[config.mk]
export PLATFORM = sky130hd
export DESIGN_NAME = async_fifo_rd_unpacker
export DESIGN_NICKNAME = d
export VERILOG_FILES = /design/src/rtl/async_fifo_rd_unpacker.sv
export SDC_FILE = /design/constraint.sdc
export NUM_CORES = 1
export LEC_CHECK = 0
export CORE_ASPECT_RATIO = 1.2
export CORE_MARGIN = 2
export CORE_UTILIZATION = 40
export CTS_BUF_LIST = sky130_fd_sc_hd__clkbuf_8
export CTS_CLUSTER_SIZE = 8
export DETAILED_ROUTE_END_ITERATION = 16
export SLEW_MARGIN = 20
export SYNTH_ARGS = -nofsm -noshare
export SYNTH_HDL_FRONTEND = slang
export SYNTH_SLANG_ARGS = --single-unit
[constraint.sdc]
create_clock -name rd_clk -period 6.24 [get_ports rd_clk]
set_input_delay 1.248 -clock rd_clk [delete_from_list [all_inputs] [get_ports rd_clk]]
set_output_delay 1.248 -clock rd_clk [all_outputs]
set_load 0.01 [all_outputs]
[src/rtl/async_fifo_rd_unpacker.sv]
// async_fifo_rd_unpacker: drains a registered-read async FIFO into a 2-entry prefetch buffer and streams each entry as BITS/OUT_BITS sub-words.
// Define ASYNC_FIFO_RD_UNPACKER_MSB_FIRST_EN for MSB-first sub-word order (LSB-first otherwise).
module async_fifo_rd_unpacker #(
  parameter int BITS = 32,
  parameter int OUT_BITS = 8
) (
  input  logic                rd_clk,
  input  logic                rd_rst,
  input  logic                fifo_rd_empty,
  output logic                fifo_rd_en,
  input  logic [BITS-1:0]     fifo_rd_data,
  output logic                m_valid,
  input  logic                m_ready,
  output logic [OUT_BITS-1:0] m_data,
  output logic                m_last
);
  localparam int RATIO = BITS / OUT_BITS;
  localparam int IW = RATIO > 1 ? $clog2(RATIO) : 1;
  localparam logic [IW-1:0] LAST = IW'(RATIO - 1);
  logic [BITS-1:0] buf_q [2];
  logic rptr, wptr, inflight, fire, pop, at_last;
  logic [1:0] count;
  logic [2:0] credit;
  logic [IW-1:0] idx, sel;
  logic [RATIO-1:0][OUT_BITS-1:0] words;
  // A read is issued only while buffered plus in-flight words (less this cycle's pop) leave a free slot.
  always_comb begin
    at_last = idx == LAST;
    m_valid = !rd_rst && count != 2'd0;
    fire = m_valid && m_ready;
    pop = fire && at_last;
    m_last = m_valid && at_last;
    credit = 3'(count) + 3'(inflight) - 3'(pop);
    fifo_rd_en = !rd_rst && !fifo_rd_empty && credit < 3'd2;
    words = buf_q[rptr];
`ifdef ASYNC_FIFO_RD_UNPACKER_MSB_FIRST_EN
    sel = LAST - idx;
`else
    sel = idx;
`endif
    m_data = m_valid ? words[sel] : '0;
  end
  always_ff @(posedge rd_clk) begin
    if (rd_rst) begin
      count <= '0;
      inflight <= 1'b0;
      idx <= '0;
      rptr <= 1'b0;
      wptr <= 1'b0;
    end else begin
      inflight <= fifo_rd_en;
      count <= count + 2'(inflight) - 2'(pop);
      if (inflight) wptr <= !wptr;
      if (pop) rptr <= !rptr;
      if (fire) idx <= at_last ? '0 : idx + 1'b1;
    end
  end
  // FIFO data is only meaningful the cycle after an accepted read.
  always_ff @(posedge rd_clk)
    if (!rd_rst && inflight) buf_q[wptr] <= fifo_rd_data;
endmodule
### Word-level counts from Yosys, hierarchy flattened

Memory sizes are Yosys's and may differ from the RTL's. A register that Yosys moved wholly into a read port is not among the register bits.
Index checks and enable logic that the tools add are counted.

* bits in registers: 7
* bits in latches: 0
* RAM bits: 64
* memory bits (read-only): 0
* input bits: 36
* output and inout port bits: 11
* word-level logic and storage cells: 34
* memories kept: 1

Memory list
* buf_q: words 2, width 32, rd ports 1, clocked after memory_dff 1, write ports 1, RTL line 20 `logic [BITS-1:0] buf_q [2];`

* $add $sub $neg: 5
* $mul: 0
* div/mod/pow operators: 0
* $lt $le $gt $ge: 2
* eq/ne operators: 1
* shift operators: 0
* muxes and demuxes: 8
* bitwise logic cells: 0
* reduce and logical (&&, ||, !) cells: 12

Operators by type and width (number)
* $bmux 8 s2: 1
* $mux 8: 2
* $logic_and 1x1->1: 7
* $logic_not 1->1: 4
* $mux 1: 4
* $add 2x1->3: 1
* $lt 2x3->1 const B: 1
* $lt 3x2->1 const B: 1
* $sub 3x1->3: 1
* $add 2x1->2: 1
* $add 2x1->2 const B: 1
* $eq 2x2->1 const B: 1
* $mux 2: 1
* $reduce_bool 2->1: 1
* $sub 2x1->2: 1

### Longest topological paths before layout

Gate-level depths: netlist of run 1.

* depth after elaboration: 7
* gate-level depth with buffers: 9
* depth with buffers taken out: 8

### Worst setup path before layout of run 1

No wires, ideal clock.

* kind: input-to-output
* start point: input rd_rst
* end point: output fifo_rd_en
* arrival time: 3.028 ns
* required time: 4.992 ns
* slack: 1.964 ns
* stages on the path: 8
* buffers on the path: 1
* cell sequence: o21ba_4 -> and3_4 -> buf_6 -> ha_1 -> inv_1 -> ha_1 -> fa_1 -> nor4_1

* cells in the longest elaborated chain, start to end: 7
* elaborated cells between the ends (all ways): 8
* those cells by class: add/sub: 1; order compare: 1; reduce/logical: 6

Ends and longest elaborated chain
* from (decl): RTL line 8 `input logic rd_rst,`
* $logic_not 1->1: RTL line 29 `m_valid = !rd_rst && count != 2'd0;`
* $logic_and 1x1->1: RTL line 29
* $logic_and 1x1->1: RTL line 30 `fire = m_valid && m_ready;`
* $logic_and 1x1->1: RTL line 31 `pop = fire && at_last;`
* via pop: RTL line 21 `logic rptr, wptr, inflight, fire, pop, at_last;`
* $sub 3x1->3: RTL line 33 `credit = 3'(count) + 3'(inflight) - 3'(pop);`
* via credit[1]: RTL line 23 `logic [2:0] credit;`
* $lt 3x2->1: RTL line 34 `fifo_rd_en = !rd_rst && !fifo_rd_empty && credit < 3'd2;`
* $logic_and 1x1->1: RTL line 34
* to (decl): RTL line 10 `output logic fifo_rd_en,`

The timed path passes the listed nets, and every way through them passes these cells.

### Worst setup path in the final report of run 1

* start point: input rd_rst
* end point: output fifo_rd_en

* cells in the longest elaborated chain, start to end: 7
* elaborated cells between the ends (all ways): 8
* those cells by class: add/sub: 1; order compare: 1; reduce/logical: 6

Ends and longest elaborated chain (RTL line)
* $logic_not 1->1: 29
* $logic_and 1x1->1: 29
* $logic_and 1x1->1: 30
* $logic_and 1x1->1: 31
* $sub 3x1->3: 33
* via credit[1]: 23
* $lt 3x2->1: 34
* $logic_and 1x1->1: 34

The timed path passes the listed nets, and every way through them passes these cells.

==> results of run 1 <==
-- through the flow --
step           power [mW]  worst slack (ns)  cells  util [%]  hold slack [ns]
2_1_floorplan       0.586              1.96    171         -            0.438
3_3_place_gp        0.629             0.828    299      47.6            0.457
3_5_place_dp        0.630             0.786    299      47.6            0.464
4_1_cts             0.981             0.771    315      50.3            0.475
5_1_grt              1.01             0.625    315      50.3            0.485
6_report            0.972             0.790    315      50.3            0.473
-- routing by layer --
metal / up-vias / global-route usage, %
li1: 763 / -
met1: 765 / 18.3
met2: 40 / 21.0
met3: 13 / 2.60
met4: 0 / 8.46
met5: - / 0
-- logic make-up after synthesis --
| logic type | count (synthesis) | share of synthesized area [%] |
|---|---|---|
| AND/OR/NAND/NOR | 24 | 5.18 |
| AO/OA/AOI/OAI | 21 | 5.65 |
| multiplexers | 34 | 11.6 |
| adder cells (fa/ha/maj) | 4 | 1.97 |
| buffers and inverters | 14 | 3.81 |
| flip-flops | 72 | 71.2 |
| XOR/XNOR | 2 | 0.599 |
-- cell usage in the layout (no fill, tap or decap), types with 3 or more instances in the layout --
cell             synthesis  routed
dfxtp_1                  8       7
clkinvlp_4               0       3
clkbuf_8                 0       9
and3_1                   8       8
mux2i_1                 34      34
nor2b_1                  4       4
edfxtp_1                64      64
inv_1                    4       4
clkdlybuf4s50_1          0      46
nor2_1                   3       3
ha_1                     3       3
a22oi_1                 16      16
-- registers in the layout (all words and copies together), names as in the netlist, named ones only --
name / cells
rptr: 1
inflight: 1
idx: 2
wptr: 1
buf_q: 64
count: 2
-- power groups by stage --
stage | Clock [mW] | Sequential [mW] | Combinational, mW
6_report | 0.353 | 0.546 | 0.0727
5_1_grt | 0.384 | 0.547 | 0.0806
4_1_cts | 0.362 | 0.546 | 0.0741
3_5_place_dp | 0 | 0.557 | 0.0738
3_3_place_gp | 0 | 0.556 | 0.0731
2_1_floorplan | 0 | 0.556 | 0.0305
-- worst register-to-register path: cells and delay by family (launching register included) --
family	cells	cell delay [ns]
AOI/OAI and AO/OA	1	0.27
DFF	1	0.35
adders and majority gates	3	0.93
buffers and inverters	1	0.04
and+or+nand+nor	2	0.42
-- layout make-up --
| class | instances | area (um2) | area share [%] |
|---|---|---|---|
| Timing Repair Buffer | 48 | 475 | 13.1 |
| Clock buffer | 9 | 124 | 3.42 |
| Inverter | 4 | 15.0 | 0.415 |
| Multi-Input combinational cell | 85 | 737 | 20.4 |
| Clock inverter | 7 | 71.3 | 1.97 |
| Sequential cell | 72 | 2080 | 57.6 |
| Tap cell | 90 | 113 | 3.11 |
-- worst max path at each step --
stage	from	to	slack (ns)	cells after the start
finish	rd_rst	fifo_rd_en	0.79	9
global route	rd_rst	fifo_rd_en	0.62	9
CTS	rd_rst	fifo_rd_en	0.77	9
detailed placement	rd_rst	fifo_rd_en	0.79	9
global placement	rd_rst	fifo_rd_en	0.83	9
floorplan	rd_rst	fifo_rd_en	1.96	8
==> flow_metrics.env, run 1 <==
export IMPL_async_flop_share_pct=0
export IMPL_num_antenna_cells=0
export IMPL_ios=47
export IMPL_p_leak_nw=1.16
export IMPL_netSwitchingFraction_pct=21.3
export IMPL_grt_start_max_net_pins=33
export IMPL_worst_ep_arrival_time_ns=4.20
export IMPL_synth_net_count=211
export IMPL_fin_area_um2=3620
export IMPL_drt_wl_total_um=5100
export IMPL_setup_tns_ns=0
export IMPL_dieWidth_um=82.1
export IMPL_cp_max_fo=15
export IMPL_clkLatencyLatePin_ns=0.33
export IMPL_cp_slowest_stage_delay_ns=0.68
export IMPL_worst_clock_skew_ns=0.00597
export IMPL_hold_path_class="reg -> reg"
export IMPL_clock_sinks=72
export IMPL_synthTopCellsByArea="edfxtp_1 66%, mux2i_1 12%, dfxtp_1 5.5%"
export IMPL_die_h_um=97.7
export IMPL_ys_seq_elements=72
export IMPL_yosysUniqueCellTypes=26
export IMPL_post_route_min_period_ns=5.45
export IMPL_portBuffers=46
export IMPL_place_area_um2=3420
export IMPL_rr_worst_depth=7
export IMPL_reg2reg_slack_ns=4.15
export IMPL_p_per_area_nw_per_um2=268
export IMPL_cpLargestDelayFamily="buffers and inverters"
export IMPL_worstPathRequired_ns=4.99
export IMPL_fillers=621
export IMPL_pwr_share_seq_pct=56.2
export IMPL_postCtsHoldBufs=0
export IMPL_worstPathCellList="clkdlybuf4s50_1, o21ba_4, and3_4, ha_1, inv_1, ha_1, fa_1, nor4_1, clkdlybuf4s50_1"
export IMPL_h_tree_depth=3
export IMPL_vias_per_cell=5.02
export IMPL_drt_met1_wl_um=2180
export IMPL_drc=0
export IMPL_synth_cells=171
export IMPL_cp_end_kind="primary output"
export IMPL_min_to="rptr$_SDFFE_PP0P_"
export IMPL_rsz0062_at_grt="false"
export IMPL_whs_path_depth=1
export IMPL_tightest_slew_ns=1.02
export IMPL_worstReg2RegStart="count[1]$_SDFF_PP0_"
export IMPL_grt_pass1_vias=1572
export IMPL_cts_setup_buffers=0
export IMPL_cts_tree="built"
export IMPL_cts_root_buffer="clkbuf_8"
export IMPL_crit_type="in -> out"
export IMPL_cp_start_kind="input port"
export IMPL_clockBufferDepth=2
export IMPL_yosysTopAreaCell="edfxtp_1"
export IMPL_maxSlewViolCount=0
export IMPL_drt_iter0_drc=120
export IMPL_status="completed"
export IMPL_core_area_um2=7190
export IMPL_wl_per_cell_um=16.2
export IMPL_synthFlopType="edfxtp_1"
export IMPL_min_period_over_period_pct=87.3
export IMPL_topRoutingLayerUsed="met4"
export IMPL_synth_top_area_share_pct=65.7
export IMPL_ys_warn_count=0
export IMPL_final_hold_viol_count=0
export IMPL_p_sw_uw=207
export IMPL_syn_cell_area_um2=2930
export IMPL_drtAntennaViolNets=0
export IMPL_setup_viol=0
export IMPL_drv_cap=0
export IMPL_drt_pass1_iterations=4
export IMPL_num_vias=1581
export IMPL_clockPowerShare_pct=36.4
export IMPL_antenna_found_initial=0
export IMPL_avgSynthCellArea_um2=17.1
export IMPL_cts_repair_resized=0
export IMPL_critPathSlowestCell="clkdlybuf4s50_1"
export IMPL_dp_hpwl_um=3400
export IMPL_rr_endpoint="inflight$_SDFF_PP0_"
export IMPL_routed_wl_met2_um=2610
export IMPL_grt_pass1_wl_um=7940
export IMPL_pwr_share_comb_pct=7.5
export IMPL_initial_core_util_pct=40.7
export IMPL_worstHoldStart="rptr$_SDFFE_PP0P_"
export IMPL_ys_seq_area_share_pct=71.2
export IMPL_grt_overflow=0
export IMPL_timing_slew_headroom_pct=32.3
export IMPL_clk_pin_slew_ns=0.07
export IMPL_synth_edf_count=64
export IMPL_peakVddDrop_mv=0.106
export IMPL_gp_congestion=0.724
export IMPL_yosysMostFrequentCell="edfxtp_1"
export IMPL_nNetsFinal=260
export IMPL_synth_common_cells="64 x edfxtp_1, 34 x mux2i_1, 16 x a22oi_1"
export IMPL_max_freq_mhz=183
export IMPL_met3RoutedLength_um=197
export IMPL_die_area_um2=8020
export IMPL_p_int_uw=764
export IMPL_layout_drive_gt1_share_pct=10.2
export IMPL_grt_use_total_pct=13.9
export IMPL_syn_to_final_growth_pct=23.7
export IMPL_fp_row_count=34
export IMPL_cp_num_buf_inv=3
export IMPL_cts_buffers=9
(Power assumes the default switching activity.)
==> run 2: changes to the inputs <==
--- a/config.mk
+++ b/config.mk
@@ -11,7 +11,7 @@
 export CTS_BUF_LIST = sky130_fd_sc_hd__clkbuf_8
 export CTS_CLUSTER_SIZE = 8
 export DETAILED_ROUTE_END_ITERATION = 16
-export SLEW_MARGIN = 20
+export SLEW_MARGIN = 0
 export SYNTH_ARGS = -nofsm -noshare
 export SYNTH_HDL_FRONTEND = slang
 export SYNTH_SLANG_ARGS = --single-unit
==> results of run 2 <==
Final layout, timing and power as in run 1 (identical DEF).
